**src/rtl/mem_arbiter_pkg.sv**
```systemverilog
// rtl/mem_arbiter_pkg.sv - shared types and constants for the eight-way memory arbiter
package mem_arbiter_pkg;

  localparam int NUM_REQ     = 8;
  localparam int SEL_W       = 3;
  localparam int DEF_TIMEOUT = 255;

  typedef enum logic [1:0] {
    IDLE   = 2'd0,
    ACCESS = 2'd1,
    DONE   = 2'd2
  } state_t;

endpackage

```
**src/rtl/rr_pick8.sv**
```systemverilog
// rtl/rr_pick8.sv - combinational rotating priority encoder, search starts just after last
module rr_pick8
  import mem_arbiter_pkg::*;
(
  input  logic [NUM_REQ-1:0] req,
  input  logic [SEL_W-1:0]   last,
  output logic [SEL_W-1:0]   idx,
  output logic               valid
);

  logic [SEL_W-1:0] cand;

  // walk offsets from farthest to nearest so the nearest set bit after last wins
  always_comb begin
    idx   = '0;
    valid = 1'b0;
    cand  = '0;
    for (int i = NUM_REQ; i >= 1; i--) begin
      cand = last + SEL_W'(i);
      if (req[cand]) begin
        idx   = cand;
        valid = 1'b1;
      end
    end
  end

endmodule

```
**src/rtl/mem_arbiter8.sv**
```systemverilog
// rtl/mem_arbiter8.sv - round-robin arbiter sequencing one memory port for eight requesters
module mem_arbiter8
  import mem_arbiter_pkg::*;
#(
  parameter int unsigned timeout = DEF_TIMEOUT
) (
  input  logic               clk,
  input  logic               rst,
  input  logic [NUM_REQ-1:0] req,
  input  logic [NUM_REQ-1:0] write,
  input  logic               mem_resp,
  output logic [SEL_W-1:0]   sel,
  output logic               mem_read,
  output logic               mem_write,
  output logic [NUM_REQ-1:0] done,
  output logic               error,
  output logic               busy
);

  // counter value on the last ACCESS cycle allowed before aborting
  localparam logic [15:0] cnt_last = 16'(timeout - 1);

  state_t           state;
  logic [SEL_W-1:0] last;
  logic             wr_q;
  logic [15:0]      cnt;
  logic [SEL_W-1:0] pick_idx;
  logic             pick_valid;

  rr_pick8 u_pick (
    .req   (req),
    .last  (last),
    .idx   (pick_idx),
    .valid (pick_valid)
  );

  // transaction sequencer: grant, hold the strobe until response or timeout, pulse completion
  always_ff @(posedge clk or posedge rst) begin
    if (rst) begin
      state     <= IDLE;
      sel       <= '0;
      last      <= 3'd7;
      wr_q      <= 1'b0;
      cnt       <= '0;
      mem_read  <= 1'b0;
      mem_write <= 1'b0;
      done      <= '0;
      error     <= 1'b0;
      busy      <= 1'b0;
    end else begin
      case (state)
        IDLE: begin
          done  <= '0;
          error <= 1'b0;
          if (pick_valid) begin
            sel       <= pick_idx;
            last      <= pick_idx;
            wr_q      <= write[pick_idx];
            cnt       <= '0;
            mem_read  <= !write[pick_idx];
            mem_write <= write[pick_idx];
            busy      <= 1'b1;
            state     <= ACCESS;
          end
        end
        ACCESS: begin
          if (mem_resp || cnt == cnt_last) begin
            mem_read  <= 1'b0;
            mem_write <= 1'b0;
            done      <= 8'd1 << sel;
            error     <= !mem_resp;
            state     <= DONE;
          end else begin
            cnt       <= cnt + 16'd1;
            mem_read  <= !wr_q;
            mem_write <= wr_q;
          end
        end
        DONE: begin
          done  <= '0;
          error <= 1'b0;
          busy  <= 1'b0;
          state <= IDLE;
        end
        default: begin
          mem_read  <= 1'b0;
          mem_write <= 1'b0;
          done      <= '0;
          error     <= 1'b0;
          busy      <= 1'b0;
          state     <= IDLE;
        end
      endcase
    end
  end

endmodule

```
**config.mk**
```make
export PLATFORM = sky130hd
export DESIGN_NAME = mem_arbiter8
export DESIGN_NICKNAME = d
export VERILOG_FILES = /design/src/rtl/mem_arbiter_pkg.sv /design/src/rtl/rr_pick8.sv /design/src/rtl/mem_arbiter8.sv
export SDC_FILE = /design/constraint.sdc
export NUM_CORES = 1
export LEC_CHECK = 0
export ABC_AREA = 0
export BUFFER_PORTS_ARGS = -buffer_cell sky130_fd_sc_hd__buf_2
export CAP_MARGIN = 20
export CELL_PAD_IN_SITES_DETAIL_PLACEMENT = 0
export CELL_PAD_IN_SITES_GLOBAL_PLACEMENT = 1
export CORE_ASPECT_RATIO = 2
export CORE_MARGIN = 8
export CORE_UTILIZATION = 49
export CTS_BUF_LIST = sky130_fd_sc_hd__clkbuf_4 sky130_fd_sc_hd__clkbuf_8 sky130_fd_sc_hd__clkbuf_16
export DETAILED_ROUTE_END_ITERATION = 6
export HOLD_SLACK_MARGIN = 0.15
export PLACE_DENSITY = 0.95
export REMOVE_ABC_BUFFERS = 1
export SLEW_MARGIN = 10
export SYNTH_ARGS = -nofsm -noshare
export SYNTH_HDL_FRONTEND = slang
export SYNTH_SLANG_ARGS = --single-unit
```
**constraint.sdc**
```tcl
create_clock -name clk -period 12.06 [get_ports clk]
set_clock_uncertainty 0.2 [all_clocks]
set_input_delay 1.206 -clock clk [delete_from_list [all_inputs] [get_ports clk]]
set_output_delay 1.206 -clock clk [all_outputs]
set_load 0.02 [all_outputs]
```
Yosys cells after proc, flatten, opt, wreduce, memory -nomap -nowiden
Cells that the tools add are included.

word-level totals
  flip-flop bits (word level) = 37
  logic and storage cells = 99
  output and inout bits = 15
  bits of input ports = 19

cells by class
  bitwise gates (word level) = 2
  equal/unequal tests = 6
  reduce and logical (&&, ||, !) cells = 11
  $add $sub $neg = 8
  muxes and demuxes = 52
  shift operators = 1
  magnitude comparators = 9

operators with widths
  kind                                                                     number
  3-bit by 4-bit < comparator with 1-bit output (second input constant)    9
  16-bit 2-to-1 mux                                                        2
  16-bit one-hot mux with 2 select lines                                   1
  1-bit binary-select mux with 3-bit select                                9
  1-bit 2-to-1 mux                                                         24
  3-bit 2-to-1 mux                                                         8
  16-bit by 1-bit adder with 16-bit output (second input constant)         1
  16-bit by 8-bit equality test with 1-bit output (second input constant)  1
  8-bit 2-to-1 mux                                                         2
  3-bit adder (second input constant)                                      4
  2-bit AND reduction                                                      4
  1-bit by 3-bit left shift with 8-bit output (first input constant)       1
  3-bit by 2-bit adder with 3-bit output (second input constant)           2
  2-bit != test (second input constant)                                    3
  1-bit one-hot mux with 3 select lines                                    2
  2-bit 2-to-1 mux                                                         2
  2-bit one-hot mux with 2 select lines                                    1
  3-bit by 1-bit adder with 3-bit output (second input constant)           1
  1-bit logical NOT                                                        3
  3-bit AND reduction                                                      1
  2-bit by 1-bit equality test with 1-bit output (second input constant)   1
  2-bit equality test (second input constant)                              1
  2-bit logical NOT                                                        1
  1-bit inverter                                                           2
  other kinds (3)                                                          3

Longest topological paths before layout
Gate-level depths: netlist (run 1).

  depth after elaboration = 15
  mapped depth = 13
  mapped depth without buffers = 11

Modules after synthesis
Synthesis (run 1) repeated with hierarchy kept, for this count alone.

second synthesis, totals
  cells, all modules = 260
  area total of the unflattened synthesis = 2534.9 um2

modules (own cells, without submodules)
  module        cells an instance  seq. area each (um2)  area an instance (um2)  times used
  mem_arbiter8  183                929.6                 1860.5                  1
  rr_pick8      77                 0.0                   674.4                   1

Worst setup path before layout (run 1)
No wires, ideal clock.

  kind = register -> register
  start = register last[0]
  end = register mem_write
  setup slack = 7886 ps
  cell stages (with the launch flop) = 14
  data arrival time = 3848 ps
  path buffers = 2
  required time = 11734 ps
  clock period less this slack = 4174 ps
  setup time = 126 ps
  cells stage by stage = dfstp_2 buf_2 inv_1 ha_1 buf_6 mux2_4 mux4_2 and2_4 o41ai_2 nor3_1 nor3_4 mux2i_1 nor4_2 a221o_1

on the way
  cells in the longest elaborated chain, start to end = 14
  elaborated cells between the ends (all ways) = 45
  those cells by class = add/sub: 7; eq/ne: 1; mux: 36; reduce/logical: 1

ends and longest elaborated chain
  what                                                                                  RTL line                        source
  from (decl)                                                                           mem_arbiter8.sv:24              logic [SEL_W-1:0] last;
  from (signal assigned)                                                                mem_arbiter8.sv:57              last <= pick_idx;
  3-bit adder / 1-bit binary-select mux with 3-bit select (equally long branches)       rr_pick8.sv:19, rr_pick8.sv:20
  1-bit binary-select mux with 3-bit select / 1-bit 2-to-1 mux (equally long branches)  rr_pick8.sv:20                  if (req[cand]) begin
  1-bit 2-to-1 mux (implied by the code) / 3-bit 2-to-1 mux (equally long branches)     rr_pick8.sv:20
  3-bit 2-to-1 mux (7 in a row)                                                         rr_pick8.sv:20
  1-bit binary-select mux with 3-bit select                                             mem_arbiter8.sv:61              mem_write <= write[pick_idx];
  1-bit 2-to-1 mux (implied by the code)                                                mem_arbiter8.sv:61
  1-bit 2-to-1 mux                                                                      mem_arbiter8.sv:55              if (pick_valid) begin
  1-bit one-hot mux with 3 select lines                                                 mem_arbiter8.sv:51              case (state)
  to (signal assigned)                                                                  mem_arbiter8.sv:61
  to (signal assigned)                                                                  mem_arbiter8.sv:76              mem_write <= wr_q;
  to (decl)                                                                             mem_arbiter8.sv:14              output logic mem_write,

Parallel ways exist; a longest one is shown, timed or not. The select of a mux whose other input is x is not followed.
A chain may end at the register's enable or synchronous reset.

Worst setup path in the final report (run 1)
Ends and elaborated chain as after synthesis.

==> results of run 1 <==
-- final timing paths --
path                             end  slack [ns]  cells past startpoint
max reg2reg                mem_write        7.07                     10
min reg2reg                  done[7]        0.28                      2
min                          done[7]        0.28                      2
max in group asynchronous    last[1]       10.49                      3
max                        mem_write        7.07                     10
min in group asynchronous    done[5]        0.82                      3
-- metrics by stage --
| stage | hold slack, ns | power [mW] | area [um^2] | cells | utilization |
|---|---|---|---|---|---|
| after CTS | 0.288 | 0.947 | 3130 | 380 | 0.558 |
| after global placement | 0.255 | 0.796 | 2990 | 372 | 0.532 |
| after detailed placement | 0.277 | 0.818 | 2990 | 372 | 0.532 |
| after global routing | 0.299 | 1.02 | 3140 | 381 | 0.559 |
| final | 0.282 | 0.954 | 3140 | 381 | 0.559 |
| after floorplan | 0.249 | 0.685 | 2740 | 277 | - |
-- power by group through the flow --
stage	Combinational [mW]	Sequential (mW)	Clock, mW
4_1_cts	0.608	0.212	0.127
6_report	0.617	0.212	0.125
2_1_floorplan	0.468	0.217	0
3_3_place_gp	0.585	0.211	0
5_1_grt	0.673	0.220	0.132
3_5_place_dp	0.605	0.214	0
-- cell usage in the layout (no fill, tap or decap), drive strengths merged, types with 3 or more instances in the layout --
master	synthesis	final
nand2	25	25
and2	3	3
or3	3	3
clkbuf	9	6
a32o	6	6
ha	4	4
a211oi	5	5
nand3	10	10
nand4	4	4
nor3	6	6
buf	3	35
mux2	16	16
o31ai	7	7
dfstp	3	3
mux4	12	12
xnor2	4	4
nand3b	3	3
dfrtp	34	34
inv	13	13
a21o	5	5
nand2b	3	3
a2111oi	4	4
nor2b	7	7
a21oi	13	13
nor4	4	4
mux2i	4	4
xor2	11	11
a311oi	4	4
o21ai	10	10
and3	4	4
nor2	26	26
clkinv	1	3
-- state kept, by name, summed over array words and instances (netlist names) --
register   count
busy           1
mem_write      1
sel            3
state          2
cnt           16
mem_read       1
done           8
wr_q           1
last           3
error          1
-- per-layer routing --
layer	vias to the layer above	wire [um]	GRT usage
met2	82	3260	0.262
met3	14	347	0.0413
li1	1153	-	-
met5	-	0	0
met4	0	117	0.0555
met1	1218	2910	0.190
-- layout make-up --
cell class | count | share of cell area
tap | 61 | 0.0243
sequential | 37 | 0.296
timing repair buffer | 35 | 0.0574
multi-input combinational | 226 | 0.560
inverter | 14 | 0.0168
clock buffer | 6 | 0.0423
clock inverter | 2 | 0.00319
-- tightest hold or removal path: cells and delay by family (launching register included) --
family	cells	cell delay, ns
flip-flops	1	0.34
AO/OA/AOI/OAI	1	0.06
AND/OR/NAND/NOR	1	0.05
-- cell families (layout without fill, tap and decap cells) --
kind of cell,after synthesis,in the layout
AOI/OAI and AO/OA,72,72
and+or+nand+nor,103,103
adders and majority gates,4,4
xor gates and xnor gates,15,15
buffers and inverters,26,57
muxes,32,32
DFF,37,37
==> impl_metrics.tcl, run 1 <==
set metrics [dict create \
    dieArea_mm2 0.00852 \
    dp_hpwl_um 4820 \
    place_congestion 0.923 \
    synth.most_common_cell "dfrtp_1" \
    grt_usage 0.157 \
    seq_area_frac_synth 0.333 \
    clock_power_share 0.131 \
    netlist_area_mm2 0.00279 \
    wl_per_cell_um 17.4 \
    finalCriticalPeriod_ns 4.99 \
    worstMarginPinSlew_ns 0.882 \
    nFillCells 494 \
    crit_chain "inv_1 > ha_1 > mux4_1 > mux2_2 > a21oi_1 > nand2_1 > a32o_1 > nor4_2 > nor4_2 > a221o_1" \
    port_buffers 33 \
    synth_compound_area_frac 0.192 \
    relSlewSlack 0.410 \
    die_w_um 69.4 \
    postCtsSetupRepairBufs 0 \
    rsz0062_at_grt "false" \
    synthXorXnorAreaFrac 0.0470 \
    synth_edf_count 0 \
    synth_area_leaders "dfrtp_1, mux4_2, mux2_2" \
    cpMaxStageDelayCell "dfstp_2" \
    critPathTopFamily "compound AO/OA/AOI/OAI gates" \
    cts_sinks 37 \
    initial_utilization 0.498 \
    yosysTopAreaCell "dfrtp_1" \
    clock-root-buffer "clkbuf_16" \
    synth_mux_area_frac 0.178 \
    grt_overflow_total 0 \
    synth-simple-area-share 0.193 \
    cts_buffers 5 \
    hold_violations 0 \
    cp-start-kind "register" \
    htreeDepth 2 \
    grt_pass1_wl_um 11300 \
    crit_start "last[0]" \
    combPwrFrac 0.647 \
    antenna_found_initial 0 \
    synth_top_area_share 0.305 \
    grt_max_degree 38 \
    p_int_mw 0.506 \
    vias_per_cell 6.48 \
    regArea_um2 930 \
    multiInputGateArea_mm2 0.00176 \
    clk_latency_ns 0.28 \
    min_path_type "register to register" \
    ys_ff_latch 37 \
    synth_cells 289 \
    cp.buffers_inverters 1 \
    num_io_pins 34 \
    cts_tree "yes" \
    power_switching_mw 0.449 \
    ctsResizeCount 0 \
    p_seq_frac 0.222 \
    yosysWarnings 0 \
    coreArea_mm2 0.00561 \
    p_leak_nw 1.38 \
    ir_drop_v 0.000182 \
    clk_path_buf_depth 2 \
    synth_top_family_by_area "simple AND/OR/NAND/NOR gates" \
    ys.flop_type "dfrtp_1" \
    finalSetupTns_ns 0 \
    dpl_worst_slack_ns 7.07 \
    synthAdderAreaFrac 0.0179 \
    hp-start "done[7]" \
    remaining_drc_errors 0 \
    crit_fanout 31 \
    postRouteAntennaNets 0 \
    wl_um 6630 \
    ctsHoldBuffers 0 \
    clkTransAtPathRegs_ns 0.06 \
    nets 342 \
    first_global_vias 2487 \
    antenna_cells 0 \
    drv_cap 0 \
    slew_violations 0 \
    avgSynthCellArea_um2 9.66 \
    fmax_ghz 0.200 \
    slowest_delay_ns 0.94 \
    syn_to_final_growth_pct 12.3 \
    setup_viol 0 \
    dieHeight_um 123 \
    setup_ws_ns 7.07 \
    drive_above_1_share 0.247 \
    endpoint_kind "register" \
    synthTopCellsByCount "dfrtp_1, nor2_1, nand2_1" \
    dr.pass1.iters 4 \
    cp.arrival_ns 4.95 \
    status "finished, final reports clean" \
    rr_startpoint "last[0]" \
    power_density_mw_per_mm2 304 \
    async_reset_ff_frac 1.00 \
    rows 39 \
    drt-initial-drc-count 90 \
    yosys.cell_types.count 59 \
    period_share 0.414 \
    critPathRequiredTime_ns 12.02 \
    criticalPathCategory "register to register" \
    switching_share 0.470 \
    vias 2467 \
    cpMostUsedCell "nor4_2" \
]
No activity file was read; power rests on OpenSTA's default activity.
==> run 2, diff against run 1 <==
--- a/config.mk
+++ b/config.mk
@@ -12,11 +12,11 @@
 export CELL_PAD_IN_SITES_GLOBAL_PLACEMENT = 1
 export CORE_ASPECT_RATIO = 2
 export CORE_MARGIN = 8
-export CORE_UTILIZATION = 49
+export CORE_UTILIZATION = 45
 export CTS_BUF_LIST = sky130_fd_sc_hd__clkbuf_4 sky130_fd_sc_hd__clkbuf_8 sky130_fd_sc_hd__clkbuf_16
 export DETAILED_ROUTE_END_ITERATION = 6
 export HOLD_SLACK_MARGIN = 0.15
-export PLACE_DENSITY = 0.95
+export PLACE_DENSITY = 0.9
 export REMOVE_ABC_BUFFERS = 1
 export SLEW_MARGIN = 10
 export SYNTH_ARGS = -nofsm -noshare
==> constraint.sdc (replaced) <==
create_clock -name clk -period 5.12 [get_ports clk]
set_clock_uncertainty 0.2 [all_clocks]
set_input_delay 0.512 -clock clk [delete_from_list [all_inputs] [get_ports clk]]
set_output_delay 0.512 -clock clk [all_outputs]
set_load 0.02 [all_outputs]
==> run 2 against run 1 <==
  * Sequential power grew 120%
  * Global-route usage is 2.2 points higher
  * Register-to-register slack worse by 6.6 ns
  * First-iteration DRC count grew to 2.7 times the previous value
  * Routed wire length increased by 17%
  * Non-clock buffer count rose by 2
==> impl_metrics.tcl, run 2 (synthesis gave the netlist of run 1 again) <==
set metrics [dict create \
    cp.arrival_ns 4.65 \
    vias 2517 \
    reg_top3 "cnt: 16 flops, done: 8 flops" \
    power_density_mw_per_mm2 730 \
    antenna_cells 0 \
    clk_latency_ns 0.29 \
    dr.pass1.iters 4 \
    criticalPathCategory "register to register" \
    drt-initial-drc-count 247 \
    fin_area_mm2 0.00316 \
    place_congestion 0.963 \
    r2r_slack_ns 0.42 \
    crit_chain "inv_1 > ha_1 > mux2_2 > mux4_2 > and2_4 > nor4_1 > nor3_1 > nor3_4 > mux2i_1 > o41ai_1 > o31ai_1" \
    cpMaxStageDelayCell "dfstp_2" \
    crit_fanout 18 \
    dieArea_mm2 0.00914 \
    initial_utilization 0.465 \
    fmax_ghz 0.213 \
    clkTransAtPathRegs_ns 0.06 \
    syn_to_final_growth_pct 13.2 \
    wl_um 7730 \
    relSlewSlack 0.359 \
    setup_viol 0 \
    slew_violations 0 \
    cts_buffers 5 \
    largest_register_ffs 16 \
    worstMarginPinSlew_ns 0.958 \
    ir_drop_v 0.000407 \
    cp-start-kind "register" \
    min_path_type "input pin to register" \
    dp_hpwl_um 6000 \
    final_common_cell "dfrtp_1" \
    antenna_found_initial 0 \
    die_w_um 71.7 \
    drive_above_1_share 0.248 \
    first_global_vias 2657 \
    grt_usage 0.179 \
    grt_overflow_total 0 \
    finalSetupTns_ns 0 \
    cts_sinks 37 \
    largest-register "cnt" \
    postRouteAntennaNets 0 \
    dieHeight_um 127 \
    rsz0062_at_grt "false" \
    slowest_delay_ns 0.70 \
    hold_violations 0 \
    coreArea_mm2 0.00601 \
    clk_path_buf_depth 2 \
    status "finished, final reports clean" \
    rows 40 \
    port_buffers 33 \
    clock-root-buffer "clkbuf_16" \
    wl_per_cell_um 20.1 \
    grt_pass1_wl_um 12800 \
    drv_cap 0 \
    remaining_drc_errors 0 \
    mostFrequentLayoutCells "dfrtp_1, buf_2, nor2_1" \
    p_leak_nw 1.38 \
    postCtsSetupRepairBufs 0 \
    placed_cell_area_mm2 0.00300 \
    period_share 0.917 \
    cts_tree "yes" \
    endpoint_kind "register" \
    nets 344 \
    vias_per_cell 6.54 \
    grt_max_degree 38 \
    num_io_pins 34 \
    critPathRequiredTime_ns 5.07 \
    finalCriticalPeriod_ns 4.70 \
    htreeDepth 2 \
]
-- run 2: cell count changes in the layout (fill, tap and decap cells not counted), sizes merged --
| cell | change |
|---|---|
| dlygate4sd3 | +1 |
| clkbuf | -1 |
| buf | +1 |
| clkinv | +1 |
-- run 2: cell type report --
cell class / instances / area, um^2
Tap cell: 63 / 78.8
Multi-Input combinational cell: 226 / 1760
Timing Repair Buffer: 37 / 198
Clock buffer: 5 / 125
Sequential cell: 37 / 930
Clock inverter: 3 / 22.5
Inverter: 14 / 52.6
Fill cell: 576 / 2840
-- run 2: worst max-delay path: cells and delay by family, from the launching register on --
family                     cells  cell delay, ns
adders and majority gates      1            0.69
muxes                          3            1.12
AOI/OAI and AO/OA              2            0.55
and+or+nand+nor                4            1.06
DFF                            1            0.70
buffers and inverters          1            0.23
-- run 2: layer usage --
metal | vias to the layer above | global-route usage | share of wire
met5 | - | 0 | 0
met4 | 0 | 0.144 | 0.068
met3 | 32 | 0.0345 | 0.040
met2 | 77 | 0.332 | 0.56
met1 | 1247 | 0.158 | 0.33
li1 | 1161 | - | -
-- run 2: timing repair --
item / CTS / global route
endpoints found under the hold margin: 34 / 0
gates resized for setup: 0 / 0
hold buffers: 1 / 0
-- run 2: worst paths after layout --
path,from,end,depth (start not counted)
worst max register to register,last[1],mem_read,11
worst min register to register,done[6],done[6],2
worst min-delay path,mem_resp,error,2
max in group asynchronous,rst,last[1],4
worst max-delay path,last[1],mem_read,11
min in group asynchronous,rst,done[3],4
-- run 2: through the flow --
stage          total power [mW]  hold slack [ns]  cells  worst slack [ns]   util
3_3_place_gp               1.97            0.257    376             0.534  0.500
4_1_cts                    2.30            0.219    385             0.457  0.526
6_report                   2.31            0.225    385             0.425  0.526
3_5_place_dp               1.99            0.261    376             0.487  0.500
5_1_grt                    2.47            0.232    385             0.160  0.526
2_1_floorplan              1.61            0.249    277             0.688      -
-- run 2: where the power goes --
group / internal, mW / switching (mW) / leakage (nW) / total (mW)
Sequential: 0.371 / 0.0892 / 0.486 / 0.460
Clock: 0.181 / 0.124 / 0.0738 / 0.305
Combinational: 0.639 / 0.902 / 0.825 / 1.54
Total: 1.19 / 1.12 / 1.38 / 2.31
==> run 3, diff against run 2 <==
--- a/config.mk
+++ b/config.mk
@@ -16,7 +16,7 @@
 export CTS_BUF_LIST = sky130_fd_sc_hd__clkbuf_4 sky130_fd_sc_hd__clkbuf_8 sky130_fd_sc_hd__clkbuf_16
 export DETAILED_ROUTE_END_ITERATION = 6
 export HOLD_SLACK_MARGIN = 0.15
-export PLACE_DENSITY = 0.9
+export PLACE_DENSITY = 0.84
 export REMOVE_ABC_BUFFERS = 1
 export SLEW_MARGIN = 10
 export SYNTH_ARGS = -nofsm -noshare
==> run 3 against run 2 <==
  * Non-clock buffer count unchanged
  * First-iteration DRC count up 4.9%
  * Sequential cell count is the same
  * Sequential share of layout area down 0.39 points
  * Count of clock-buffer cells in the layout is the same
  * Worst hold slack improved by 0.0015 ns
  * Cell count did not move
==> impl_metrics.tcl, run 3 (synthesis gave the netlist of run 1 again) <==
set metrics [dict create \
    ctsResizeCount 0 \
    power_switching_mw 1.09 \
    setup_viol 0 \
    reg2reg_depth 11 \
    drt-initial-drc-count 259 \
    vias 2504 \
    grt_overflow_total 0 \
    vias_per_cell 6.50 \
    rsz0062_at_grt "false" \
    p_total_mw 2.38 \
    dieHeight_um 127 \
    clk_path_buf_depth 2 \
    antenna_cells 0 \
    syn_to_final_growth_pct 14.7 \
    dpl_worst_slack_ns 0.488 \
    ir_drop_v 0.000409 \
    grt_max_degree 38 \
    nFillCells 570 \
    crit-reg2reg-capture "mem_write" \
    wl_met3_um 198 \
    clkTransAtPathRegs_ns 0.06 \
    hold_path_end "error" \
    utilization 0.534 \
    endpoint_kind "register" \
    routed.top_layer "met4" \
    slew_violations 0 \
    clock_power_share 0.165 \
    finalSetupTns_ns 0 \
    num_io_pins 34 \
    cts_sinks 37 \
    switching_share 0.459 \
    power_density_mw_per_mm2 743 \
    crit_fanout 18 \
    largest_register_ffs 16 \
    coreArea_mm2 0.00601 \
    critPathRequiredTime_ns 5.08 \
    min_path_type "input pin to register" \
    postRouteAntennaNets 0 \
    antenna_found_initial 0 \
    p_int_mw 1.29 \
    initial_utilization 0.465 \
    cts_buffers 5 \
    criticalPathCategory "register to register" \
    r2r_slack_ns 0.47 \
    clock-root-buffer "clkbuf_16" \
    dieArea_mm2 0.00914 \
    combPwrFrac 0.641 \
    clk_latency_ns 0.28 \
    rr_startpoint "last[1]" \
    cp-start-kind "register" \
    fmax_ghz 0.215 \
    wl_um 7680 \
    drv_cap 0 \
    drive_above_1_share 0.248 \
    final_common_cell "dfrtp_1" \
    dp_hpwl_um 5920 \
    dr.pass1.iters 5 \
    drt-met1-wl_um 2690 \
    finalCriticalPeriod_ns 4.65 \
    regArea_um2 930 \
    postCtsSetupRepairBufs 0 \
    htreeDepth 2 \
    relSlewSlack 0.372 \
    cts_tree "yes" \
    setup_ws_ns 0.467 \
    port_buffers 33 \
    grt_pass1_wl_um 12300 \
    hp-start "mem_resp" \
    rows 40 \
    p_leak_nw 1.40 \
    p_seq_frac 0.193 \
    remaining_drc_errors 0 \
    mostFrequentLayoutCells "dfrtp_1, buf_2, nor2_1" \
    first_global_vias 2527 \
    wl_per_cell_um 19.9 \
    period_share 0.909 \
    worstMarginPinSlew_ns 0.938 \
    largest-register "cnt" \
    hold_violations 0 \
    status "finished, final reports clean" \
    die_w_um 71.7 \
    place_congestion 0.917 \
    hold_depth 2 \
    wl_met2_um 4300 \
    nets 344 \
    multiInputGateArea_mm2 0.00176 \
    reg_top3 "cnt: 16 flops, done: 8 flops" \
    grt_usage 0.172 \
    cp.arrival_ns 4.61 \
]
[run 3: cell types whose count changed in the layout (fill, tap and decap cells not counted)]
cell and change:
bufinv_16 +2, clkinv_4 -2
[run 3: worst max path at each step]
stage                       start        end  slack [ns]  cells past startpoint
after floorplan           last[0]  mem_write        0.69                     11
after global placement    last[1]  mem_write        0.62                     11
after detailed placement  last[1]  mem_write        0.49                     11
after CTS                 last[1]  mem_write        0.47                     11
after global routing      last[1]   mem_read        0.19                     11
final                     last[1]  mem_write        0.47                     11
[run 3: final cells by class]
type                    instances  area share
clock buffers                   5      0.0390
clock inverters                 3      0.0203
inverters                      14      0.0164
multi-input cells             226       0.548
flip-flops and latches         37       0.290
well taps                      63      0.0246
repair buffers                 37      0.0617
[run 3: power groups by stage]
stage / Sequential [mW] / Clock (mW) / Combinational, mW
after floorplan: 0.511 / 0 / 1.10
after global placement: 0.460 / 0 / 1.50
after detailed placement: 0.463 / 0 / 1.52
after CTS: 0.459 / 0.398 / 1.53
after global routing: 0.472 / 0.410 / 1.67
final: 0.460 / 0.394 / 1.53
[run 3: per-stage QoR]
stage               hold WS [ns]  cell area [um^2]  instances
finish                     0.226              3200        385
global route               0.246              3200        385
CTS                        0.228              3200        385
detailed placement         0.268              3000        376
global placement           0.261              3000        376
floorplan                  0.249              2740        277
[run 3: metal layers]
layer  GRT usage  up-vias
li1            -     1155
met1       0.154     1249
met2       0.321       70
met3      0.0219       30
met4       0.148        0
met5           0        -
[run 3: what timing repair did]
item | 4_1_cts | 5_1_grt
endpoints found under the setup margin | 0 | 0
hold endpoints to repair | 27 | 0
hold buffers | 1 | 0
[run 3: worst max-delay path: stages (launching register included)]
cell	delay (ns)
dfstp_2	0.71
inv_1	0.21
ha_1	0.68
mux4_1	0.71
mux2_2	0.33
o22a_1	0.25
o41ai_2	0.26
nor3_1	0.15
nor3_4	0.33
mux2i_1	0.33
nor4_2	0.09
a221o_1	0.27
